### src/rtl/fetch_sequencer_pkg.sv
// rtl/fetch_sequencer_pkg.sv - shared state enum, defaults and fetch-entry type for fetch_sequencer
package fetch_sequencer_pkg;

    typedef enum logic [1:0] {
        ST_IDLE = 2'd0,
        ST_RUN  = 2'd1,
        ST_HALT = 2'd2
    } fetch_state_t;

    localparam int          FETCH_WIDTH  = 32;
    localparam logic [31:0] DEF_RESET_PC = 32'h0000_0000;
    localparam int          DEF_PC_STEP  = 4;

    typedef struct packed {
        logic [FETCH_WIDTH-1:0] pc;
        logic [FETCH_WIDTH-1:0] inst;
    } fetch_entry_t;

endpackage

### src/rtl/fetch_skid_buffer.sv
// rtl/fetch_skid_buffer.sv - 2-entry FIFO holding fetched {pc, instruction} pairs for decode
module fetch_skid_buffer #(
    parameter int DW = 64
) (
    input  logic          clk,
    input  logic          reset,
    input  logic          push,
    input  logic          pop,
    input  logic          flush,
    input  logic [DW-1:0] din,
    output logic [DW-1:0] head,
    output logic [1:0]    count
);

    logic [DW-1:0] e0;
    logic [DW-1:0] e1;

    assign head = e0;

    // e0 is always the head; a pop shifts e1 forward so head stays registered
    always_ff @(posedge clk or negedge reset) begin
        if (!reset) begin
            e0    <= '0;
            e1    <= '0;
            count <= 2'd0;
        end else if (flush) begin
            count <= 2'd0;
        end else begin
            case ({push, pop})
                2'b10: begin
                    if (count == 2'd0) e0 <= din;
                    else               e1 <= din;
                    count <= count + 2'd1;
                end
                2'b01: begin
                    e0    <= e1;
                    count <= count - 2'd1;
                end
                2'b11: begin
                    if (count == 2'd1) begin
                        e0 <= din;
                    end else begin
                        e0 <= e1;
                        e1 <= din;
                    end
                end
                default: ;
            endcase
        end
    end

endmodule

### src/rtl/fetch_sequencer.sv
// rtl/fetch_sequencer.sv - PC owner and instruction-memory sequencer feeding decode
// Optional misaligned-redirect fault: FETCH_ALIGN_CHECK_EN
module fetch_sequencer
    import fetch_sequencer_pkg::*;
#(
    parameter int               WIDTH    = FETCH_WIDTH,
    parameter logic [WIDTH-1:0] RESET_PC = WIDTH'(DEF_RESET_PC),
    parameter int               PC_STEP  = DEF_PC_STEP
) (
    input  logic             clk,
    input  logic             reset,
    input  logic             start,
    output logic [WIDTH-1:0] imem_addr,
    input  logic [WIDTH-1:0] imem_data,
    input  logic             redirect_valid,
    input  logic [WIDTH-1:0] redirect_pc,
    output logic             inst_valid,
    input  logic             inst_ready,
    output logic [WIDTH-1:0] inst_data,
    output logic [WIDTH-1:0] inst_pc,
    output logic             fetch_fault
);

    fetch_state_t       state;
    logic               inflight;
    logic [WIDTH-1:0]   inflight_pc;
    logic               fault;
    logic [1:0]         count;
    logic [2*WIDTH-1:0] head;
    logic [2:0]         occ_next;
    logic               pop;
    logic               push;
    logic               redirect_take;
    logic               bad_target;
    logic               issue;
    logic [WIDTH-1:0]   target;

`ifdef FETCH_ALIGN_CHECK_EN
    assign target     = redirect_pc;
    assign bad_target = |redirect_pc[1:0];
`else
    assign target     = redirect_pc & ~WIDTH'(3);
    assign bad_target = 1'b0;
`endif

    assign redirect_take = redirect_valid && (state != ST_HALT);
    assign inst_valid    = (count != 2'd0) && (state != ST_HALT);
    assign pop           = inst_valid && inst_ready;
    assign push          = inflight && !redirect_take;

    // Buffer slots committed after this edge; keeping it <= 1 before issuing means the
    // response landing next edge always finds room.
    assign occ_next = {1'b0, count} - {2'b00, pop} + {2'b00, inflight};
    assign issue    = (state == ST_RUN) && !redirect_take && (occ_next <= 3'd1);

    always_ff @(posedge clk or negedge reset) begin
        if (!reset) begin
            state       <= ST_IDLE;
            imem_addr   <= RESET_PC;
            inflight    <= 1'b0;
            inflight_pc <= '0;
            fault       <= 1'b0;
        end else if (redirect_take) begin
            inflight <= 1'b0;
            if (bad_target) begin
                state <= ST_HALT;
                fault <= 1'b1;
            end else begin
                imem_addr <= target;
            end
        end else begin
            if (state == ST_IDLE && start) state <= ST_RUN;
            inflight <= issue;
            if (issue) begin
                inflight_pc <= imem_addr;
                imem_addr   <= imem_addr + WIDTH'(PC_STEP);
            end
        end
    end

    fetch_skid_buffer #(.DW(2*WIDTH)) u_buf (
        .clk   (clk),
        .reset (reset),
        .push  (push),
        .pop   (pop),
        .flush (redirect_take),
        .din   ({inflight_pc, imem_data}),
        .head  (head),
        .count (count)
    );

    assign inst_pc     = head[2*WIDTH-1:WIDTH];
    assign inst_data   = head[WIDTH-1:0];
    assign fetch_fault = fault;

endmodule

### config.mk
export PLATFORM = sky130hd
export DESIGN_NAME = fetch_sequencer
export DESIGN_NICKNAME = d
export VERILOG_FILES = /design/src/rtl/fetch_sequencer_pkg.sv /design/src/rtl/fetch_skid_buffer.sv /design/src/rtl/fetch_sequencer.sv
export SDC_FILE = /design/constraint.sdc
export NUM_CORES = 1
export LEC_CHECK = 0
export ABC_AREA = 1
export ABC_CLOCK_PERIOD_IN_PS = 3600
export BUFFER_PORTS_ARGS = -buffer_cell sky130_fd_sc_hd__clkbuf_2
export CAP_MARGIN = 20
export CORE_ASPECT_RATIO = 0.6
export CORE_UTILIZATION = 40
export DETAILED_ROUTE_END_ITERATION = 8
export PLACE_DENSITY = 0.64
export SYNTH_ARGS = -nofsm -noshare
export SYNTH_HDL_FRONTEND = slang
export SYNTH_SLANG_ARGS = --single-unit
### constraint.sdc
create_clock -name clk -period 3.6 [get_ports clk]
set_clock_uncertainty 0.05 [all_clocks]
set_input_delay 0.36 -clock clk [delete_from_list [all_inputs] [get_ports clk]]
set_output_delay 0.36 -clock clk [all_outputs]
set_load 0.02 [all_outputs]
## Word level (Yosys, flattened, before mapping)

Cells that the tools add are included.

- $lt $le $gt $ge: 1
- Reductions and logical operators: 17
- Bitwise gates (word level): 1
- Multiplexer cells: 11
- $add $sub $neg: 5
- Shift operators: 0
- Div/mod/pow operators: 0
- $mul: 0
- Equal/unequal tests: 7

Operators with widths:

| cell | count |
|---|---|
| $mux 64 | 4 |
| $pmux 64 s3 | 1 |
| $pmux 64 s2 | 1 |
| $mux 32 | 2 |
| $add 32x3->32 const B | 1 |
| $reduce_bool 2->1 | 3 |
| $reduce_bool 3->1 | 2 |
| $logic_and 1x1->1 | 5 |
| $eq 2x1->1 const B | 2 |
| $eq 2x2->1 const B | 2 |
| $logic_not 2->1 | 2 |
| $ne 2x2->1 const B | 2 |
| $pmux 2 s2 | 1 |
| $reduce_and 2->1 | 2 |
| $reduce_and 4->1 | 1 |
| $add 3x1->3 | 1 |
| $le 3x1->1 const B | 1 |
| $reduce_and 3->1 | 1 |
| $sub 2x1->3 | 1 |
| $add 2x1->2 const B | 1 |
| $mux 2 | 1 |
| $ne 2x1->1 const B | 1 |
| $sub 2x1->2 const B | 1 |
| $logic_not 1->1 | 1 |
| other kinds (2) | 2 |

- Bits in read-only memories: 0
- Bits in latches: 0
- RAM bits: 0
- Memories kept: 0
- Output and inout bits: 98
- Flip-flop bits (word level): 196

## Longest topological paths before layout

Gate-level depths: netlist of the first run.

- Depth after elaboration: 8
- Mapped depth: 20
- Depth with buffers taken out: 18

## Modules after synthesis

From an unflattened synthesis of the first run, not the netlist that was laid out.

- Cells, all modules: 1406
- Area, all modules: 10382.5 um^2

Modules (own cells, without submodules):

| module | instances | sequential area each (um^2) | area each (um^2) | cells an instance |
|---|---|---|---|---|
| fetch_skid_buffer | 1 | 3253.1 | 6652.6 | 869 |
| fetch_sequencer | 1 | 1551.5 | 3729.8 | 537 |

## Worst setup path before layout of the first run

OpenSTA, ideal clock, no wires.

- Kind: register to register
- Start point: register u_buf.count[1]
- End point: register inflight_pc[14]
- Path slack: 566 ps
- Arrival: 2853 ps
- Required time: 3419 ps
- Cell stages (with the launch flop): 19
- Setup time: 131 ps
- Clock period less this slack: 3034 ps
- Path through: dfrtp_1 inv_1 ha_1 inv_2 nand2_1 inv_2 buf_2 ha_1 inv_1 ha_1 inv_1 fa_1 nand2_1 nor2_1 nand2_1 buf_2 buf_2 nand2_1 o21ai_0

- Word-level cells in the longest chain between the ends: 7

Ends and longest elaborated chain:

| item | line | text |
|---|---|---|
| start: declaration | fetch_skid_buffer.sv:12 | `output logic [1:0] count` |
| start signal: assignment | fetch_skid_buffer.sv:33 | `count <= count + 2'd1;` |
| start signal: assignment | fetch_skid_buffer.sv:37 | `count <= count - 2'd1;` |
| $reduce_bool 2->1 | fetch_sequencer.sv:47 | `assign inst_valid = (count != 2'd0) && (state != ST_HALT);` |
| net inst_valid | fetch_sequencer.sv:17 | `output logic inst_valid,` |
| $logic_and 1x1->1 | fetch_sequencer.sv:48 | `assign pop = inst_valid && inst_ready;` |
| $sub 2x1->3 | fetch_sequencer.sv:53 | `assign occ_next = {1'b0, count} - {2'b00, pop} + {2'b00, inflight};` |
| $add 3x1->3 | fetch_sequencer.sv:53 |  |
| $le 3x1->1 | fetch_sequencer.sv:54 | `assign issue = (state == ST_RUN) && !redirect_take && (occ_next <= 3'd1);` |
| $logic_and 1x1->1 | fetch_sequencer.sv:54 |  |
| $reduce_and 2->1 (no line) | n/a |  |
| end signal: assignment | fetch_sequencer.sv:75 | `inflight_pc <= imem_addr;` |
| end: declaration | fetch_sequencer.sv:26 | `logic [WIDTH-1:0] inflight_pc;` |

The timed path passes the listed nets, and every way through them passes these cells.
A chain may end at the register's enable or synchronous reset.

## Worst setup path after layout of the first run

- Start point: register u_buf.count[1]
- End point: register imem_addr[5]

- Word-level cells in the longest chain between the ends: 7

Ends and longest elaborated chain:

| item | line | text |
|---|---|---|
| $reduce_bool 2->1 | fetch_sequencer.sv:47 |  |
| $logic_and 1x1->1 | fetch_sequencer.sv:48 |  |
| $sub 2x1->3 * | fetch_sequencer.sv:53 |  |
| $add 3x1->3 * | fetch_sequencer.sv:53 |  |
| $le 3x1->1 * | fetch_sequencer.sv:54 |  |
| $logic_and 1x1->1 * | fetch_sequencer.sv:54 |  |
| $reduce_bool 2->1 (no line) * | n/a |  |
| end signal: assignment | fetch_sequencer.sv:69 | `imem_addr <= target;` |
| end signal: assignment | fetch_sequencer.sv:76 | `imem_addr <= imem_addr + WIDTH'(PC_STEP);` |
| end: declaration | fetch_sequencer.sv:13 | `output logic [WIDTH-1:0] imem_addr,` |

Mark *: on every way between the ends. The rest lies on a longest branch, timed or not.

==> results of run 1 <==
[layer usage]
metal  up-vias  global-route usage, %  share of wire (%)
met1      3802                  33.01                 51
met2       234                  29.78                 41
met5         -                      0                  0
met4         0                  4.785               0.76
li1       3935                      -                  -
met3        14                  5.137                6.5
[power groups by stage]
stage / Clock (uW) / Sequential (uW) / Combinational (uW)
3_3_place_gp: 0 / 3920 / 3720
2_1_floorplan: 0 / 4350 / 2080
3_5_place_dp: 0 / 3960 / 3800
4_1_cts: 2080 / 3920 / 3830
5_1_grt: 2180 / 4050 / 4250
6_report: 2050 / 3920 / 3790
[worst max-delay path by stage]
stage	cells past startpoint	slack (ps)	end
floorplan	18	570	inflight_pc[14]
global placement	17	340	imem_addr[6]
detailed placement	17	290	imem_addr[5]
CTS	17	250	imem_addr[5]
global route	17	90	imem_addr[5]
finish	17	390	imem_addr[5]
[metrics by stage]
| stage | hold WS [ps] | setup WS, ps | cells | util, % | total power (uW) |
|---|---|---|---|---|---|
| after floorplan | 14.41 | 565.9 | 1149 | - | 6428 |
| after global placement | 383.4 | 343.9 | 1547 | 45.24 | 7635 |
| after detailed placement | 382.9 | 286.3 | 1547 | 45.24 | 7757 |
| after CTS | 78.35 | 250.0 | 1580 | 48.16 | 9829 |
| after global routing | 92.72 | 85.54 | 1580 | 48.17 | 10480 |
| final | 95.45 | 389.4 | 1580 | 48.17 | 9759 |
[sequential cells by signal (all words and copies together) (netlist names)]
name / count
u_buf.count: 2
u_buf.e1: 62
u_buf.head: 62
inflight: 1
state: 1
inflight_pc: 30
imem_addr: 30
[Yosys cell counts]
cell type / count / area share [%]
sky130_fd_sc_hd__dfrtp_1: 188 / 52
sky130_fd_sc_hd__buf_1: 6 / 0.25
sky130_fd_sc_hd__nand3_1: 130 / 7.2
sky130_fd_sc_hd__nor2_4: 1 / 0.13
sky130_fd_sc_hd__a21oi_2: 1 / 0.097
sky130_fd_sc_hd__ha_1: 5 / 0.69
sky130_fd_sc_hd__a21o_1: 1 / 0.083
sky130_fd_sc_hd__nand2_1: 284 / 12
sky130_fd_sc_hd__o21ai_0: 44 / 2.4
sky130_fd_sc_hd__nor2_1: 150 / 6.3
sky130_fd_sc_hd__buf_6: 6 / 0.75
sky130_fd_sc_hd__clkbuf_1: 7 / 0.29
sky130_fd_sc_hd__inv_2: 3 / 0.13
sky130_fd_sc_hd__conb_1: 1 / 0.042
sky130_fd_sc_hd__o211ai_1: 2 / 0.17
sky130_fd_sc_hd__or2_2: 1 / 0.069
sky130_fd_sc_hd__buf_4: 14 / 1.2
sky130_fd_sc_hd__a31oi_1: 62 / 4.3
sky130_fd_sc_hd__fa_1: 1 / 0.22
sky130_fd_sc_hd__xor2_1: 2 / 0.19
sky130_fd_sc_hd__inv_1: 133 / 5.5
sky130_fd_sc_hd__a21oi_4: 1 / 0.18
sky130_fd_sc_hd__nand4_1: 1 / 0.069
sky130_fd_sc_hd__nand2_2: 2 / 0.14
sky130_fd_sc_hd__o21ai_1: 37 / 2.1
sky130_fd_sc_hd__buf_2: 32 / 1.8
sky130_fd_sc_hd__a21oi_1: 30 / 1.7
[final cells by class]
cell class	count	area (um^2)
Clock buffer	17	425.4
Tap cell	286	357.8
Sequential cell	188	4705
Timing Repair Buffer	178	987.2
Multi-Input combinational cell	760	3436
Clock inverter	15	207.7
Inverter	136	513.0
Fill cell	2208	11440
[worst reg2reg max path, stage by stage (launching register included)]
cell and delay (ps):
sky130_fd_sc_hd__dfrtp_1 430, sky130_fd_sc_hd__inv_1 120, sky130_fd_sc_hd__ha_1 190, sky130_fd_sc_hd__inv_2 50, sky130_fd_sc_hd__nand2_1 160, sky130_fd_sc_hd__inv_2 60, sky130_fd_sc_hd__ha_1 270, sky130_fd_sc_hd__inv_1 50
sky130_fd_sc_hd__ha_1 130, sky130_fd_sc_hd__inv_1 50, sky130_fd_sc_hd__fa_1 480, sky130_fd_sc_hd__nand2_1 50, sky130_fd_sc_hd__nor2_1 110, sky130_fd_sc_hd__nand2_2 180, sky130_fd_sc_hd__buf_4 260, sky130_fd_sc_hd__inv_4 240
sky130_fd_sc_hd__nand3_1 130, sky130_fd_sc_hd__o211ai_1 110
[what timing repair did]
item / in CTS / in global routing
setup endpoints to repair: 0 / 4
endpoints found under the hold margin: 73 / 0
hold buffers: 1 / 0
resized for setup: 0 / 2
[cells by family after synthesis]
| kind of cell | after synthesis | synth area share, % |
|---|---|---|
| flip-flops | 188 | 52.23 |
| XOR/XNOR | 2 | 0.1945 |
| AND/OR/NAND/NOR | 569 | 25.71 |
| adder cells (fa/ha/maj) | 6 | 0.9168 |
| AO/OA/AOI/OAI | 178 | 11.00 |
| buffers and inverters | 201 | 9.904 |
| other | 1 | 0.04163 |
==> flow_metrics.py, run 1 <==
metrics = {
    "worst_hold_path": {
        "hold_path.class": "input port to register",
        "hold-path-endpoint": "imem_addr[10]",
        "min_path_cells": 3,
        "worst_hold_startpoint": "redirect_pc[10]",
    },
    "floorplanning": {
        "boundaryPins": 167,
        "chip_width_um": 195.7,
        "start_util_pct": 40.81,
        "placement_rows": 42,
        "floorplan.die_area_mm2": 0.02314,
        "floorplan_core_area_mm2": 0.02207,
        "dieHeight_um": 118.2,
    },
    "worst_setup_path": {
        "critical_path.endpoint_type": "register",
        "crit_path_top_delay_cell": "sky130_fd_sc_hd__fa_1",
        "delay_of_the_slowest_cell_on_the_worst_path_ps": 480,
        "timing.critical_path.fanout_max": 25,
        "critPathLaunchType": "register",
        "timing.rr.end": "imem_addr[5]",
        "worstPathArrival_ps": 3510,
        "path_cells": "inv_1, ha_1, inv_2, nand2_1, inv_2, ha_1, inv_1, ha_1, inv_1, fa_1, nand2_1, nor2_1, nand2_2, buf_4, inv_4, nand3_1, o211ai_1",
        "r2r_setup_slack_ps": 390,
        "rr_startpoint": "u_buf.count[1]",
        "crit_family": "adder cells",
        "reg2reg_depth": 17,
        "cp.required_ps": 3900,
        "critical_path_class": "register to register",
        "crit_path_start": "u_buf.count[1]",
        "worst-path-buf-inv": 7,
    },
    "power": {
        "combPwrFrac_pct": 38.8,
        "intPower_uw": 5599,
        "p_leak_uw": 0.005222,
        "power_switching_share_pct": 42.63,
        "clock_power_share_pct": 21.0,
        "total_switching_power_uw": 4161,
        "p_per_area_mw_per_mm2": 918.0,
        "irDropWorstVdd_uv": 412.2,
        "pwr-share-seq_pct": 40.2,
    },
    "timing": {
        "finalSetupViolations": 0,
        "final.setup.tns_ps": 0,
        "finalMaxSlewViolations": 0,
        "grt_setup_unrepaired": "false",
        "maxClockFrequency_ghz": 0.3115,
        "slew-limit-headroom_pct": 46.81,
        "hold_violations": 0,
        "timing.final.crit_period_ps": 3211,
        "pin_slew_with_the_least_headroom_to_its_limit_ps": 797.8,
        "min_period_over_period_pct": 89.18,
    },
    "clock_network": {
        "clock_tree_from_tritoncts": "built",
        "clkSinkCount": 188,
        "cts_buffers": 17,
        "worst_setup_hold_path_clk_slew_ps": 70,
        "cts.path.max_buffers": 2,
        "cts_root_buf": "sky130_fd_sc_hd__clkbuf_16",
        "clk-insertion-delay-late_ps": 430,
        "post_cts_setup_buffer_count": 0,
        "clock_tree.htree_level_count": 4,
    },
    "route": {
        "iteration_count_of_the_initial_detailed_routing_pass": 5,
        "via_count": 7985,
        "drt_iter0_drc": 581,
        "number_of_remaining_drc_errors": 0,
        "detail_route.vias_per_cell": 5.054,
        "wl_um": 24000,
        "antenna_left": 0,
        "detail_route.wl_per_cell_um": 15.19,
    },
    "logic_synthesis": {
        "post_synth_inst_count": 1145,
        "total_of_flip_flops_plus_latches_after_synthesis": 188,
        "ys_warn_count": 0,
        "ys_types": 27,
        "synth.cell_area_mm2": 0.009007,
        "synth.yosys.seq_area_share_pct": 52.23,
        "avgSynthCellArea_um2": 7.867,
    },
    "placed_design": {
        "port_buffers": 159,
        "postPlaceCellArea_mm2": 0.009986,
        "place_congestion": 0.9043,
        "hpwlAfterDp_um": 16430,
    },
    "final_layout": {
        "share_of_post_route_cells_with_drive_strength_above_1_pct": 16.92,
        "layout_common_cells": "sky130_fd_sc_hd__nand2_1 (283), sky130_fd_sc_hd__dfrtp_1 (188), sky130_fd_sc_hd__clkbuf_2 (158)",
        "final_nets": 1356,
        "final_design_area_no_fill_mm2": 0.01063,
        "syn_to_final_growth_pct": 18.03,
        "final_common_cell": "sky130_fd_sc_hd__nand2_1",
        "antennaDiodeCount": 0,
    },
    "flow_run": {
        "max_cap_viol_count": 0,
    },
    "grt": {
        "grt_pass1_vias": 7267,
        "largest_net_degree_at_the_start_of_global_routing": 89,
        "grt_util_all_layers_pct": 21.33,
        "grt_pass1_wl_um": 38900,
        "initial_antenna_violation_count": 0,
        "gr-total-overflow": 0,
    },
    "status": {
        "outcome": "finished clean",
    },
}
(Power assumes the default switching activity.)
==> run 2, diff against run 1 <==
--- a/config.mk
+++ b/config.mk
@@ -6,7 +6,7 @@
 export NUM_CORES = 1
 export LEC_CHECK = 0
 export ABC_AREA = 1
-export ABC_CLOCK_PERIOD_IN_PS = 3600
+export ABC_CLOCK_PERIOD_IN_PS = 3300
 export BUFFER_PORTS_ARGS = -buffer_cell sky130_fd_sc_hd__clkbuf_2
 export CAP_MARGIN = 20
 export CORE_ASPECT_RATIO = 0.6
==> constraint.sdc (replaced) <==
create_clock -name clk -period 3.3 [get_ports clk]
set_clock_uncertainty 0.05 [all_clocks]
set_input_delay 0.33 -clock clk [delete_from_list [all_inputs] [get_ports clk]]
set_output_delay 0.33 -clock clk [all_outputs]
set_load 0.02 [all_outputs]
==> run 2 against run 1 <==
  * Via count fell by 1.4%
  * Flip-flop and latch count did not move
  * Non-clock buffer count did not move
  * Total power rose by 6.6%
  * Die area did not move
  * Fmax rose by 2.8%
  * Combinational power rose by 10%
  * Register-to-register slack got worse by 210 ps
  * Sequential power rose by 8.9%
  * First-iteration DRC count rose by 16%
==> flow_metrics.py, run 2 (synthesized netlist as in run 1, its figures left out) <==
metrics = {
    "status": {
        "outcome": "finished clean",
    },
    "clock_network": {
        "clk-insertion-delay-late_ps": 430,
        "clkSinkCount": 188,
        "cts.path.max_buffers": 2,
        "clock_tree_from_tritoncts": "built",
        "clock_tree.htree_level_count": 4,
        "cts_buffers": 17,
        "worst_setup_hold_path_clk_slew_ps": 70,
        "cts_root_buf": "sky130_fd_sc_hd__clkbuf_16",
    },
    "worst_setup_path": {
        "timing.critical_path.fanout_max": 43,
        "critical_path.endpoint_type": "register",
        "cp.required_ps": 3620,
        "r2r_setup_slack_ps": 180,
        "critPathLaunchType": "register",
        "critical_path_class": "register to register",
        "worst-path-buf-inv": 6,
        "rr_startpoint": "u_buf.count[1]",
        "path_cells": "inv_1, ha_1, inv_2, nand2_1, inv_2, ha_1, inv_1, ha_1, inv_1, fa_1, nand2_1, nor2_1, nand2_2, buf_12, nor2_1, nand3_1, nand3_1",
        "reg2reg_depth": 17,
        "worstPathArrival_ps": 3440,
        "delay_of_the_slowest_cell_on_the_worst_path_ps": 470,
        "crit_family": "adder cells",
        "timing.rr.end": "imem_addr[25]",
        "crit_path_top_delay_cell": "sky130_fd_sc_hd__fa_1",
    },
    "final_layout": {
        "layout_common_cells": "sky130_fd_sc_hd__nand2_1 (282), sky130_fd_sc_hd__dfrtp_1 (188), sky130_fd_sc_hd__clkbuf_2 (158)",
        "antennaDiodeCount": 0,
        "final_common_cell": "sky130_fd_sc_hd__nand2_1",
        "final_cell_count_no_fill": 1579,
        "share_of_post_route_cells_with_drive_strength_above_1_pct": 16.71,
        "syn_to_final_growth_pct": 17.34,
        "final_nets": 1356,
        "multi_input_combinational_cell_area_mm2": 0.003443,
        "total_area_of_sequential_cells_mm2": 0.004705,
        "final.fill_count": 2183,
    },
    "grt": {
        "gr-total-overflow": 0,
        "grt_pass1_vias": 7435,
        "grt_util_all_layers_pct": 21.36,
        "initial_antenna_violation_count": 0,
        "grt_pass1_wl_um": 38910,
        "largest_net_degree_at_the_start_of_global_routing": 87,
    },
    "power": {
        "p_leak_uw": 0.005197,
        "irDropWorstVdd_uv": 487.1,
        "p_per_area_mw_per_mm2": 984.4,
    },
    "route": {
        "detail_route.wl_per_cell_um": 15.08,
        "wl_um": 23810,
        "drt_iter0_drc": 674,
        "number_of_remaining_drc_errors": 0,
        "via_count": 7876,
        "antenna_left": 0,
        "detail_route.vias_per_cell": 4.988,
        "iteration_count_of_the_initial_detailed_routing_pass": 7,
    },
    "placed_design": {
        "dpl.cell_count": 1547,
        "place_congestion": 0.9244,
        "port_buffers": 159,
        "hpwlAfterDp_um": 16280,
    },
    "timing": {
        "finalMaxSlewViolations": 0,
        "timing.final.crit_period_ps": 3123,
        "maxClockFrequency_ghz": 0.3202,
        "finalSetupViolations": 0,
        "hold_violations": 0,
        "pin_slew_with_the_least_headroom_to_its_limit_ps": 839.4,
        "slew-limit-headroom_pct": 44.04,
        "min_period_over_period_pct": 94.63,
        "grt_setup_unrepaired": "true",
        "final.setup.tns_ps": 0,
    },
    "floorplanning": {
        "chip_width_um": 195.7,
        "start_util_pct": 40.81,
        "boundaryPins": 167,
        "placement_rows": 42,
        "floorplan.die_area_mm2": 0.02314,
        "dieHeight_um": 118.2,
        "floorplan_core_area_mm2": 0.02207,
    },
    "worst_hold_path": {
        "hold-path-endpoint": "imem_addr[10]",
        "min_path_cells": 3,
        "hold_path.class": "input port to register",
        "worst_hold_startpoint": "redirect_pc[10]",
    },
    "flow_run": {
        "max_cap_viol_count": 0,
    },
}
## run 2: changes by cell type in the layout (fill, tap and decap cells not counted), sizes merged
cell | before | now
bufinv | 4 | 1
clkinv | 3 | 5
clkinvlp | 3 | 0
clkbuf | 176 | 184
inv | 141 | 136
## run 2: timing repair
action / CTS / global route
hold buffers: 1 / 0
buffers inserted: 0 / 0
gates resized for setup: 0 / 6
endpoints found under the setup margin: 0 / 21
endpoints found under the hold margin: 82 / 0
## run 2: stage by stage
step                util (%)  cell area [um^2]  power (uW)  setup WS [ps]  hold WS (ps)
floorplan                  -              9022        7012          265.9        -15.59
global placement       45.30              9998        8347          195.6         389.2
detailed placement     45.30              9998        8465          85.87         390.7
CTS                    47.83             10560       10470          15.41         49.37
global route           47.89             10570       11230         -9.624         61.83
finish                 47.89             10570       10400          177.2         64.16
## run 2: layout make-up
| type | instances | share of cell area [%] |
|---|---|---|
| well taps | 286 | 3.386 |
| inverters | 136 | 4.877 |
| clock buffers | 25 | 4.593 |
| repair buffers | 178 | 9.459 |
| flip-flops and latches | 188 | 44.51 |
| clock inverters | 6 | 0.5919 |
| multi-input cells | 760 | 32.58 |
## run 2: metal layers
layer	vias up	GRT usage [%]	wire (um)
li1	3932	-	-
met1	3698	32.67	12330
met2	223	30.22	9813
met3	23	5.023	1324
met4	0	5.127	336
met5	-	0	0
## run 2: worst register-to-register path, cell delays in order, from the launching register on
cell and delay (ps):
sky130_fd_sc_hd__dfrtp_1 420, sky130_fd_sc_hd__inv_1 140, sky130_fd_sc_hd__ha_1 200, sky130_fd_sc_hd__inv_2 50
sky130_fd_sc_hd__nand2_1 180, sky130_fd_sc_hd__inv_2 60, sky130_fd_sc_hd__ha_1 260, sky130_fd_sc_hd__inv_1 60
sky130_fd_sc_hd__ha_1 150, sky130_fd_sc_hd__inv_1 50, sky130_fd_sc_hd__fa_1 470, sky130_fd_sc_hd__nand2_1 50
sky130_fd_sc_hd__nor2_1 130, sky130_fd_sc_hd__nand2_2 110, sky130_fd_sc_hd__buf_12 190, sky130_fd_sc_hd__nor2_1 260
sky130_fd_sc_hd__nand3_1 130, sky130_fd_sc_hd__nand3_1 100
## run 2: how the worst max path moves through the flow
stage	slack [ps]	cells after the start	end	from
after floorplan	270	18	inflight_pc[14]	u_buf.count[1]
after global placement	200	17	imem_addr[6]	u_buf.count[1]
after detailed placement	90	17	imem_addr[5]	u_buf.count[1]
after CTS	20	17	imem_addr[5]	u_buf.count[1]
after global routing	-10	17	imem_addr[25]	u_buf.count[1]
final	180	17	imem_addr[25]	u_buf.count[1]
## run 2: power breakdown
group          total [uW]  switching, uW  internal (uW)
clock network        1970            873           1100
registers            4270            848           3420
logic                4170           2740           1430
total               10400           4460           5950
